**config.mk**
```make
export PLATFORM = sky130hd
export DESIGN_NAME = matmul_operand_loader
export DESIGN_NICKNAME = d
export VERILOG_FILES = /design/src/rtl/matmul_pkg.sv /design/src/rtl/matmul_operand_regfile.sv /design/src/rtl/matmul_operand_loader.sv
export SDC_FILE = /design/constraint.sdc
export NUM_CORES = 1
export LEC_CHECK = 0
export CAP_MARGIN = 40
export CORE_ASPECT_RATIO = 1.4
export CORE_MARGIN = 2
export CORE_UTILIZATION = 49
export CTS_CLUSTER_DIAMETER = 60
export DETAILED_ROUTE_END_ITERATION = 8
export PLACE_DENSITY = 0.91
export SLEW_MARGIN = 20
export SYNTH_ARGS = -nofsm -noshare
export SYNTH_HDL_FRONTEND = slang
export SYNTH_SLANG_ARGS = --single-unit
```
**constraint.sdc**
```tcl
create_clock -name clk -period 3.8 [get_ports clk]
set_input_delay 0.76 -clock clk [delete_from_list [all_inputs] [get_ports clk]]
set_output_delay 0.76 -clock clk [all_outputs]
set_load 0.02 [all_outputs]
```
**src/rtl/matmul_pkg.sv**
```systemverilog
// matmul_pkg
// Shared definitions for the 4x4 matrix-multiply accelerator slice: matrix
// geometry constants, the operand loader state encoding and the element
// index helper used when matrix B arrives column-major.
package matmul_pkg;

    localparam int MM_N      = 4;
    localparam int MM_ELEM_W = 8;
    localparam int MM_ELEMS  = MM_N * MM_N;
    localparam int MM_MAT_W  = MM_ELEMS * MM_ELEM_W;

    // Operand loader states; LOAD_A is the reset state.
    typedef enum logic [2:0] {
        ST_LOAD_A    = 3'd0,
        ST_LOAD_B    = 3'd1,
        ST_START     = 3'd2,
        ST_WAIT_DONE = 3'd3,
        ST_RELEASE   = 3'd4
    } mm_state_e;

    // Column-major stream position m -> row-major element (m%4)*4 + m/4.
    // For a 4x4 matrix this is a swap of the two 2-bit halves of m.
    function automatic logic [3:0] mm_transpose_idx(input logic [3:0] m);
        return {m[1:0], m[3:2]};
    endfunction

endpackage

```
**src/rtl/matmul_operand_regfile.sv**
```systemverilog
// matmul_operand_regfile
// 16 x 8-bit operand register file with a single write port and the whole
// array presented as one flattened row-major read bus.
// Ports:
//   clk, rst_n   clock, asynchronous active-low reset (contents clear to 0)
//   we_i         write enable
//   widx_i       element index 0..15 to write
//   wdata_i      element value
//   mat_o        flattened contents, element e at bits [8e+7:8e]
module matmul_operand_regfile
    import matmul_pkg::*;
(
    input  logic                 clk,
    input  logic                 rst_n,
    input  logic                 we_i,
    input  logic [3:0]           widx_i,
    input  logic [MM_ELEM_W-1:0] wdata_i,
    output logic [MM_MAT_W-1:0]  mat_o
);

    logic [MM_MAT_W-1:0] mat_q;

    // Element storage: one element updated per write, all others hold.
    always_ff @(posedge clk or negedge rst_n) begin
        if (!rst_n) begin
            mat_q <= '0;
        end else if (we_i) begin
            mat_q[widx_i*MM_ELEM_W +: MM_ELEM_W] <= wdata_i;
        end else begin
            mat_q <= mat_q;
        end
    end

    assign mat_o = mat_q;

endmodule

```
**src/rtl/matmul_operand_loader.sv**
```systemverilog
// matmul_operand_loader
// Collects 32 operand bytes (16 for A, then 16 for B) from a valid/ready byte
// stream, then runs the multiplier start/done handshake while holding the
// operands stable.
// Ports:
//   clk, rst_n   clock, asynchronous active-low reset
//   clr          synchronous abort of a partial load (ignored once busy)
//   in_valid     operand byte valid
//   in_ready     byte can be accepted (high only while loading)
//   in_data      operand byte
//   mat_a/mat_b  flattened row-major operand matrices
//   mm_start     start request to the multiplier
//   mm_done      done from the multiplier
//   busy         handshake in progress (START, WAIT_DONE, RELEASE)
//   load_cnt     bytes accepted in the current load, 0..32
// Build option:
//   MATMUL_LOADER_TRANSPOSE_B_EN  B bytes arrive column-major and are placed
//                                 so that mat_b is still row-major.
module matmul_operand_loader
    import matmul_pkg::*;
#(
    parameter int N      = MM_N,
    parameter int ELEM_W = MM_ELEM_W
) (
    input  logic                    clk,
    input  logic                    rst_n,
    input  logic                    clr,
    input  logic                    in_valid,
    output logic                    in_ready,
    input  logic [ELEM_W-1:0]       in_data,
    output logic [N*N*ELEM_W-1:0]   mat_a,
    output logic [N*N*ELEM_W-1:0]   mat_b,
    output logic                    mm_start,
    input  logic                    mm_done,
    output logic                    busy,
    output logic [5:0]              load_cnt
);

    mm_state_e  state_q, state_d;
    // Bits [4:0] are the byte index k; the count naturally wraps k to 0 and
    // reads 32 once the last byte is in.
    logic [5:0] cnt_q, cnt_d;
    logic       we_a_s, we_b_s;
    logic [3:0] widx_b_s;

    // Next-state, byte counter and register-file write enables.
    always_comb begin
        state_d = state_q;
        cnt_d   = cnt_q;
        we_a_s  = 1'b0;
        we_b_s  = 1'b0;
        case (state_q)
            ST_LOAD_A, ST_LOAD_B: begin
                if (clr) begin
                    // Abort wins over a same-cycle byte; operands are kept.
                    state_d = ST_LOAD_A;
                    cnt_d   = 6'd0;
                end else if (in_valid) begin
                    cnt_d = cnt_q + 6'd1;
                    if (cnt_q[4]) begin
                        we_b_s = 1'b1;
                    end else begin
                        we_a_s = 1'b1;
                    end
                    if (cnt_q[4:0] == 5'd15) begin
                        state_d = ST_LOAD_B;
                    end else if (cnt_q[4:0] == 5'd31) begin
                        state_d = ST_START;
                    end else begin
                        state_d = state_q;
                    end
                end else begin
                    state_d = state_q;
                end
            end
            ST_START: begin
                state_d = ST_WAIT_DONE;
            end
            ST_WAIT_DONE: begin
                if (mm_done) begin
                    state_d = ST_RELEASE;
                end else begin
                    state_d = ST_WAIT_DONE;
                end
            end
            ST_RELEASE: begin
                // Wait for done to fall so a level-held done cannot start
                // a second product from the next load.
                if (!mm_done) begin
                    state_d = ST_LOAD_A;
                    cnt_d   = 6'd0;
                end else begin
                    state_d = ST_RELEASE;
                end
            end
            default: begin
                state_d = ST_LOAD_A;
                cnt_d   = 6'd0;
            end
        endcase
    end

    // State and byte counter registers.
    always_ff @(posedge clk or negedge rst_n) begin
        if (!rst_n) begin
            state_q <= ST_LOAD_A;
            cnt_q   <= 6'd0;
        end else begin
            state_q <= state_d;
            cnt_q   <= cnt_d;
        end
    end

`ifdef MATMUL_LOADER_TRANSPOSE_B_EN
    assign widx_b_s = mm_transpose_idx(cnt_q[3:0]);
`else
    assign widx_b_s = cnt_q[3:0];
`endif

    matmul_operand_regfile u_rf_a (
        .clk     (clk),
        .rst_n   (rst_n),
        .we_i    (we_a_s),
        .widx_i  (cnt_q[3:0]),
        .wdata_i (in_data),
        .mat_o   (mat_a)
    );

    matmul_operand_regfile u_rf_b (
        .clk     (clk),
        .rst_n   (rst_n),
        .we_i    (we_b_s),
        .widx_i  (widx_b_s),
        .wdata_i (in_data),
        .mat_o   (mat_b)
    );

    // All status outputs decode straight from the state register, so the
    // asynchronous reset drops mm_start immediately.
    assign in_ready = (state_q == ST_LOAD_A) || (state_q == ST_LOAD_B);
    assign mm_start = (state_q == ST_START) || (state_q == ST_WAIT_DONE);
    assign busy     = (state_q == ST_START) || (state_q == ST_WAIT_DONE) ||
                      (state_q == ST_RELEASE);
    assign load_cnt = cnt_q;

endmodule

```
==> results.md <==
- Status: finished clean
- Finished Layout Cells: 1368
- Vias per std cell: 5.35
- Final hold vios: 0
- Yosys warnings: 0
- Maximum number of pins on one net before global-route repair: 101
- Most frequent cells in the layout: clkdlybuf4s50_1 (276), dfrtp_1 (265), mux2_2 (224)
- Layout cells sized above 1: 0.285
- Pwr Density: 412 nW/um^2
- I/O pins: 278
- Vias in the first global route: 7606
- Gr usage total: 0.254
- Synth Area in Adders: 0.00578
- Post-cts gate resize count: 0
- Cell Area, Synth: 10800 um^2
- Worst setup path startpoint: load_cnt[2]$_DFFE_PN0P_
- Fin. max-slew vios: 0
- Avg WL per Cell: 21.6 um
- Compound-Gate Fraction of Synth Area: 0.0267
- Core area: 21800 um^2
- Cells after Synth: about 770
- Syn Area/Cell: 14.1 um^2
- Initial core utilization: 0.497
- # DRC: 0
- PortBufs: 277
- RSZ-0062 raised after global routing: false
- Register area: 6630 um^2
- Maxcap violations: 0
- Detailed Routing Iterations Pass 1: 4
- Slowest-stage cell, CP: dfrtp_1
- Final Critical Period: 3.27 ns
- Reg clk slew, reported paths: approximately 0.070 ns
- Req. time, crit path: around 4.2 ns
- Async set-reset flop share out of synthesis: 1.00
- Clk sinks: 265
- Fin crit share: 0.861
- Htree depth: 1
- Yosys reg bits: 265
- Crit start category: flop
- TNS Setup: 0 ns
- Vias: 7319
- Clk_lat worst skew: approximately 0.52 ns
- Nets: 1073
- # diodes: 0
- Critical path class: reg -> reg
- First-pass GRT wire length: 45.7 mm
- ANT nets after route: 0
- CTS Root Cell: clkbuf_16
- XOR/XNOR Fraction of Synth Area: 0.00243
- Commonest non-fill, non-tap cell in the layout: clkdlybuf4s50_1
- Post-Synth Simple-Gate Area: 0.0837
- Number of DRC markers in iteration 0: about 440
- Hold WC Path Type: in -> async
- Setup violators final: 0
- Count of filler cells inserted in the layout: 1564
- Die area: 23300 um^2
- R2r startpoint: load_cnt[2]$_DFFE_PN0P_
- Post-synthesis sequential area ratio: 0.612
- Skew final: 0.00891 ns
- Bufs on Longest Clock Path: 3
- Crit path DAT: around 3.7 ns
- Post-CTS Setup Inserts: 0
- Total Wirelength: about 30 mm
- Multi-input gate area: 3970 um^2
- RePlAce Congestion: 0.857
- FMAX: 306 MHz
- Grt total ovfl: 0
- VDD IR max: 425 uV
- Crit Path Max Fanout: 14
- Rel. slew slack: 0.484
- HPWL Detailed: 20.6 mm
- Largest family of logic cells by synthesized area: multiplexers
- Die height: 180 um
- CP Capture Type: flop
- EDFF count, synth: 0
- Cts bufs inserted: 24
- Multiplexer area fraction after synthesis: 0.248
- CP max stage delay: 0.61 ns
- Total power: 6.13 mW
- Syn Nets: between 700 and 800
- Synth Flop Type: dfrtp_1
- CP top delay family: simple AND/OR/NAND/NOR gates
- CTS tree: built
- Hold-fix buffers, CTS: 0
- Initial antenna violation count: 0
- Leak: just over 7 nW
- Synth-to-layout area growth: 37.4%
- Die width: roughly 130 um
- Worst Tran Pin Value: about 0.77 ns
- Placed insts: 1325
- Bufs and invs on worst path: 0
- Count of cell types in the netlist: 53
- Cell Rows: 64
- Crit path cell chain: nor3_1 -> ha_1 -> or4_1 -> a211oi_1 -> and3_1 -> mux2_2
metrics by stage:
stage	instance area, um^2	util	setup slack (ns)	hold slack (ns)
after floorplan	10800	-	0.927	0.464
after global placement	14000	0.643	0.410	0.464
after detailed placement	14000	0.643	0.327	0.469
after CTS	14900	0.683	0.515	0.307
after global routing	14900	0.683	0.343	0.339
final	14900	0.683	0.527	0.282
flip-flops by register name, summed over array words and instances, names as in the netlist:
name / cells
u_rf_b.mat_o: 128
u_rf_a.mat_o: 128
load_cnt: 6
state_q: 3
metal layers:
layer | part of all wire | GRT usage
met1 | 0.38 | 0.313
met5 | 0 | 0
met3 | 0.049 | 0.0360
met4 | 0.041 | 0.100
met2 | 0.53 | 0.444
where the power goes:
| part | switching (mW) | internal (mW) |
|---|---|---|
| sequential | 0.0404 | 2.88 |
| combinational | 0.331 | 0.216 |
| clock | 1.06 | 1.60 |
worst paths after layout:
check / slack, ns / endpoint / cells past startpoint
worst min register to register: 0.48 / u_rf_b.mat_o[68]$_DFFE_PN0P_ / 2
worst max-delay path: 0.53 / u_rf_a.mat_o[26]$_DFFE_PN0P_ / 6
min in group clk: 0.48 / u_rf_b.mat_o[68]$_DFFE_PN0P_ / 2
worst min-delay path: 0.28 / u_rf_b.mat_o[62]$_DFFE_PN0P_ / 1
max in group asynchronous: 2.63 / u_rf_a.mat_o[21]$_DFFE_PN0P_ / 2
worst max register to register: 0.53 / u_rf_a.mat_o[26]$_DFFE_PN0P_ / 6
area by class of cell:
class	instances	area share
timing repair buffer	298	0.199
sequential	265	0.446
clock buffer	29	0.0451
multi-input combinational	444	0.266
tap	297	0.0250
inverter	22	0.00555
clock inverter	13	0.0136
synthesized netlist by cell type, types with 3 or more instances:
cell      count  area [um^2]
clkbuf_1     26         97.6
nor2b_1       4         25.0
and3_1       14         87.6
or2_2         3         18.8
nand2b_1      7         43.8
nor3_1        5         25.0
and2_1       25          156
buf_2         8         40.0
ha_1          5         62.6
nor2_1       18         67.6
nand4_2       3         37.5
dfrtp_1     265         6630
mux2_2      224         2520
inv_1        22         82.6
nand4_1       4         25.0
nand2_1      41          154
mux2i_1      16          160
o21ai_0      24          120
nand3_1       9         45.0
worst reg2reg max path, cell delays in order (launching register included):
cell	delay, ns
dfrtp_1	0.61
nor3_1	0.09
ha_1	0.33
or4_1	0.56
a211oi_1	0.59
and3_1	0.57
mux2_2	0.40
cells by family after synthesis:
logic type / after synthesis
flops: 265
mux: 240
simple gates: 154
buf+inv: 58
compound gates: 42
fa+ha+maj: 5
xor+xnor: 3
Note: power is estimated with default switching activity, not from simulation.
==> variant 1: new RTL, same flow settings <==
The 5 states of `mm_state_e` get a one-hot encoding in 5 bits.
--- a/src/rtl/matmul_pkg.sv
+++ b/src/rtl/matmul_pkg.sv
@@ -11,10 +11,10 @@
 
     // Operand loader states; LOAD_A is the reset state.
-    typedef enum logic [2:0] {
-        ST_LOAD_A    = 3'd0,
-        ST_LOAD_B    = 3'd1,
-        ST_START     = 3'd2,
-        ST_WAIT_DONE = 3'd3,
-        ST_RELEASE   = 3'd4
+    typedef enum logic [4:0] {
+        ST_LOAD_A    = 5'b00001,
+        ST_LOAD_B    = 5'b00010,
+        ST_START     = 5'b00100,
+        ST_WAIT_DONE = 5'b01000,
+        ST_RELEASE   = 5'b10000
     } mm_state_e;
 
Formal check against the unedited RTL: same outputs for any inputs over 4 cycles, from zero or initial values and one cycle with rst_n low; so few cycles prove little.
==> variant 1 against the original RTL <==
  * Worst hold slack got worse by 0.00073 ns
  * Final area increased by 2.3%
  * Routed wire length increased by 14%
  * Total power increased by 2.6%
  * Area after synthesis increased by 3.5%
  * Setup slack improved by 0.13 ns
  * Sequential cell count increased by 2
  * Sequential share of layout area decreased by 0.67 points
  * Clock power decreased by 2%
  * Global-route usage increased by 2.3 points
==> variant 1: results (changes against the original RTL) <==
- Vias after detailed routing: 8563 (+17%)
- Crit-path slowest cell: clkdlybuf4s50_1
- Violation count after the first detailed-route iteration: 759 (+74%)
- Routed Wire Length: 33600 um (+14%)
- N_diodes: 0 (unchanged)
- Vias in the first global route: 9028 (+19%)
- Worst path arrival time: 2.38 ns (-1.29 ns)
- Largest net degree at the start of global routing: 106 (+5.0%)
- Asr flop ratio synth: 1.00 (unchanged)
- Seq/Total Area, Yosys: 0.596 (-0.0159)
- Number of buffers created by CTS: 25 (+4.2%)
- Leakage: 6.84 nW (-2.9%)
- Top Metal Used: met4
- RePlAce Congestion: 0.856 (-0.17%)
- Clock Pin Slew Worst Setup and Hold Paths: 0.06 ns
- Synth cell count leaders: dfrtp_1 (266), mux2_2 (161), o21ai_0 (134), o31ai_1 (64), clkbuf_1 (51)
- WL met3: 2340 um (+61%)
- Peak supply drop: 409 uV (-3.8%)
- CTS root buf: clkbuf_16
- WL per Instance: 22.8 um (+5.7%)
- Area after DPL: 0.0144 sq mm (+2.5%)
- Dpl cells: 1426 (+7.6%)
- Share of post-route cells with drive strength above 1: 0.227 (-0.0576)
- Family with the most delay on the worst path: buffers and inverters
- Yosys Warn Count: 0 (unchanged)
- Synthesized area per cell: 12.7 sq um (-10%)
- Crit path largest cell delay: 0.61 ns (about the same)
- Worst-Skew Late Latency: 0.53 ns
- Top FF cell, synth: dfrtp_1
- Status: completed
- Post-DP HPWL: 23800 um (+15%)
- PostCTS Resize Cnt: 0 (unchanged)
- Slew @ Worst Pin: 0.819 ns (+0.0443 ns)
- Dpl ws: 0.603 ns (+0.277 ns)
- Post-synthesis cell type count: 52 (-1.9%)
- 1st-pass router iterations: 5 (+1)
- Met2 wire len: 17100 um (+10%)
- Port buffer count: 277 (unchanged)
- Nets@finish: 1170 (+9.0%)
- Clk buf depth: 3 (unchanged)
- First-pass GRT wire length: 52400 um (+15%)
- Initial antenna violation count: 0 (unchanged)
- Layout Skew: 0.00978 ns (+0.000865 ns)
- Syn Nets: 901 (+15%)
- Crit-path max FO: 9 (-5)
- Post-CTS Setup Repair Bufs: 0 (unchanged)
- Worst r2r path cells: 7 (+1)
- H-tree Lvls: 1 (unchanged)
- Met1 WL: 12000 um (+5.7%)
- GRT Resource Usage Total: 0.277 (+0.0234)
- Type of the most critical hold path: in2async
- Ranking of synthesized cells by area: dfrtp_1 (59%), mux2_2 (16%), o21ai_0 (6.0%)
variant 1: cell count changes after synthesis, sizes merged, moves of 16 or more:
cell    delta
clkbuf    +27
and2      -20
mux2i     -16
o31ai     +63
o21ai    +111
mux2      -63
variant 1: kinds of logic after synthesis:
logic type      after synthesis  synth area share
compound gates              215             0.114
simple gates                158            0.0920
buf+inv                      72            0.0258
flops                       267             0.596
fa+ha+maj                     5           0.00558
mux                         161             0.162
xor+xnor                      5           0.00458
variant 1: power breakdown:
| group | switching (mW) | internal [mW] |
|---|---|---|
| combinational | 0.495 | 0.230 |
| clock | 1.07 | 1.55 |
| sequential | 0.0431 | 2.89 |
| total | 1.61 | 4.67 |
variant 1: worst paths after layout:
path | start | slack [ns] | to
worst max-delay path | state_q[0]$_DFFE_PN1P_ | 0.66 | in_ready
worst min-delay path | rst_n | 0.28 | u_rf_b.mat_o[94]$_DFFE_PN0P_
worst max register to register | load_cnt[0]$_DFFE_PN0P_ | 0.73 | u_rf_b.mat_o[87]$_DFFE_PN0P_
worst min register to register | u_rf_a.mat_o[105]$_DFFE_PN0P_ | 0.50 | u_rf_a.mat_o[105]$_DFFE_PN0P_
max in group asynchronous | rst_n | 2.59 | u_rf_a.mat_o[10]$_DFFE_PN0P_
min in group clk | u_rf_a.mat_o[105]$_DFFE_PN0P_ | 0.50 | u_rf_a.mat_o[105]$_DFFE_PN0P_
variant 1: cell type report:
class                           count  area, sq um
Clock buffer                       35          733
Clock inverter                     11          138
Fill cell                        1577         7300
Inverter                            7         26.3
Multi-Input combinational cell    544         4250
Sequential cell                   267         6680
Tap cell                          301          377
Timing Repair Buffer              307         3020
variant 1: metal layers:
layer	track usage	vias to the layer above
li1	-	3727
met1	0.318	4306
met2	0.481	406
met3	0.0569	124
met4	0.164	0
met5	0	-
==> variant 2: new RTL, same flow settings <==
Made on the original files. Add a define of `MATMUL_LOADER_TRANSPOSE_B_EN`.
--- a/src/rtl/matmul_operand_loader.sv
+++ b/src/rtl/matmul_operand_loader.sv
@@ -17,4 +17,6 @@
 //   MATMUL_LOADER_TRANSPOSE_B_EN  B bytes arrive column-major and are placed
 //                                 so that mat_b is still row-major.
+`define MATMUL_LOADER_TRANSPOSE_B_EN
+
 module matmul_operand_loader
     import matmul_pkg::*;
Behaviour: same outputs for any inputs over 4 cycles, from zero or initial values and one cycle with rst_n low; that may be too few to reach the edited logic, so the function may still have changed.
==> variant 2 against the original RTL <==
  * Area after synthesis rose by 1.6%
  * Critical endpoint is now u_rf_b.mat_o[108]$_DFFE_PN0P_
  * Routed wire length rose by 9.4%
  * Final area rose by 0.27%
  * Clock power fell by 7.5%
  * Sequential cell count did not move
  * Setup slack improved by 0.052 ns
  * Total power fell by 2.8%
==> variant 2: results (changes against the original RTL) <==
- Post-CTS Setup Repair Bufs: 0 (unchanged)
- Synth cell count leaders: dfrtp_1 (265), mux2_2 (168), o21ai_0 (144), nand2_1 (55), clkbuf_1 (37)
- Syn Nets: 886 (+13%)
- RePlAce Congestion: 0.850 (-0.83%)
- Met1 WL: 11600 um (+2.3%)
- Number of buffers created by CTS: 24 (unchanged)
- N_diodes: 0 (unchanged)
- Vias in the first global route: 8422 (+11%)
- Initial antenna violation count: 0 (unchanged)
- H-tree Lvls: 1 (unchanged)
- Worst-Skew Late Latency: 0.52 ns (about the same)
- GRT Resource Usage Total: 0.272 (+0.0183)
- Share of post-route cells with drive strength above 1: 0.224 (-0.0610)
- Vias after detailed routing: 8236 (+13%)
- Peak supply drop: 359 uV (-16%)
- PostCTS Resize Cnt: 0 (unchanged)
- Met2 wire len: 16500 um (+6.5%)
- First-pass GRT wire length: 49300 um (+8.0%)
- Asr flop ratio synth: 1.00 (unchanged)
- Top Metal Used: met4
- Post-synthesis cell type count: 52 (-1.9%)
- Clk buf depth: 3 (unchanged)
- Yosys Warn Count: 0 (unchanged)
- Type of the most critical hold path: in2async
- Largest net degree at the start of global routing: 114 (+13%)
- Fill cells: 1527 (-2.4%)
- Status: completed
- Slew @ Worst Pin: 0.875 ns (+0.100 ns)
- Layout Skew: 0.00683 ns (-0.00208 ns)
- Leakage: 6.81 nW (-3.2%)
- WL per Instance: 22.3 um (+3.2%)
- Clock Pin Slew Worst Setup and Hold Paths: 0.07 ns (about the same)
- Top FF cell, synth: dfrtp_1
- Port buffer count: 277 (unchanged)
- Violation count after the first detailed-route iteration: 622 (+42%)
- Seq/Total Area, Yosys: 0.603 (-0.00940)
- Crit-path max FO: 13 (-1)
- WL met3: 2470 um (+70%)
- Dpl ws: 0.492 ns (+0.165 ns)
- Ranking of synthesized cells by area: dfrtp_1 (60%), mux2_2 (17%), o21ai_0 (6.6%)
- 1st-pass router iterations: 5 (+1)
- Worst path arrival time: 3.63 ns (-0.04 ns)
- Nets@finish: 1159 (+8.0%)
- CTS root buf: clkbuf_16
- Post-DP HPWL: 23100 um (+12%)
[variant 2: changes by cell type in the layout (fill, tap and decap cells not counted), moves of 5 or more]
| cell | change |
|---|---|
| nand3_1 | +10 |
| buf_4 | -5 |
| o21ai_0 | +120 |
| nand2_1 | +14 |
| mux2_2 | -56 |
| nor2_2 | +11 |
| and2_1 | -17 |
| and3_1 | -5 |
| clkbuf_8 | +5 |
| nor2_1 | -7 |
[variant 2: stage by stage]
stage	util	hold WS [ns]	area, sq um	power, mW	cells
after floorplan	-	0.464	11000	3.25	864
after global placement	0.642	0.486	14100	3.53	1406
after detailed placement	0.643	0.491	14100	3.54	1408
after CTS	0.680	0.359	14900	5.98	1450
after global routing	0.680	0.391	14900	6.15	1450
final	0.680	0.315	14900	5.96	1450
[variant 2: power by group]
group          switching (mW)  total, mW  internal [mW]
registers              0.0442       2.92           2.88
logic                   0.370      0.570          0.201
clock network            1.04       2.46           1.42
[variant 2: worst paths after layout]
path	start	endpoint	slack [ns]	cells after the start
hold / removal	rst_n	u_rf_a.mat_o[106]$_DFFE_PN0P_	0.32	1
min in group clk	u_rf_a.mat_o[14]$_DFFE_PN0P_	u_rf_a.mat_o[14]$_DFFE_PN0P_	0.50	1
setup / recovery	load_cnt[2]$_DFFE_PN0P_	u_rf_b.mat_o[108]$_DFFE_PN0P_	0.58	6
hold reg to reg	u_rf_a.mat_o[14]$_DFFE_PN0P_	u_rf_a.mat_o[14]$_DFFE_PN0P_	0.50	1
setup reg to reg	load_cnt[2]$_DFFE_PN0P_	u_rf_b.mat_o[108]$_DFFE_PN0P_	0.58	6
max in group asynchronous	rst_n	u_rf_b.mat_o[26]$_DFFE_PN0P_	2.65	2
[variant 2: kinds of logic after synthesis]
kind of cell / share of synthesized area
AOI/OAI and AO/OA: 0.0754
and+or+nand+nor: 0.0944
buffers and inverters: 0.0272
xor gates and xnor gates: 0.00319
muxes: 0.187
DFF: 0.603
adders and majority gates: 0.0102
[variant 2: cell type report]
type | count | area, sq um | share of cell area
Sequential cell | 265 | 6630 | 0.444
Timing Repair Buffer | 295 | 2960 | 0.198
Inverter | 23 | 86.3 | 0.00579
Multi-Input combinational cell | 528 | 4070 | 0.273
Clock buffer | 36 | 747 | 0.0501
Clock inverter | 6 | 57.6 | 0.00386
Tap cell | 297 | 372 | 0.0249
[variant 2: metal layers]
| metal | up-vias | GRT usage |
|---|---|---|
| met3 | 101 | 0.0622 |
| li1 | 3588 | - |
| met4 | 0 | 0.126 |
| met1 | 4163 | 0.319 |
| met5 | - | 0 |
| met2 | 384 | 0.468 |
[variant 2: critical path, stage by stage (launching register included)]
cell     delay (ns)
dfrtp_1        0.61
inv_1          0.11
ha_1           0.29
xor2_1         0.71
nand2_1        0.47
nor2_2         0.51
mux2_2         0.40
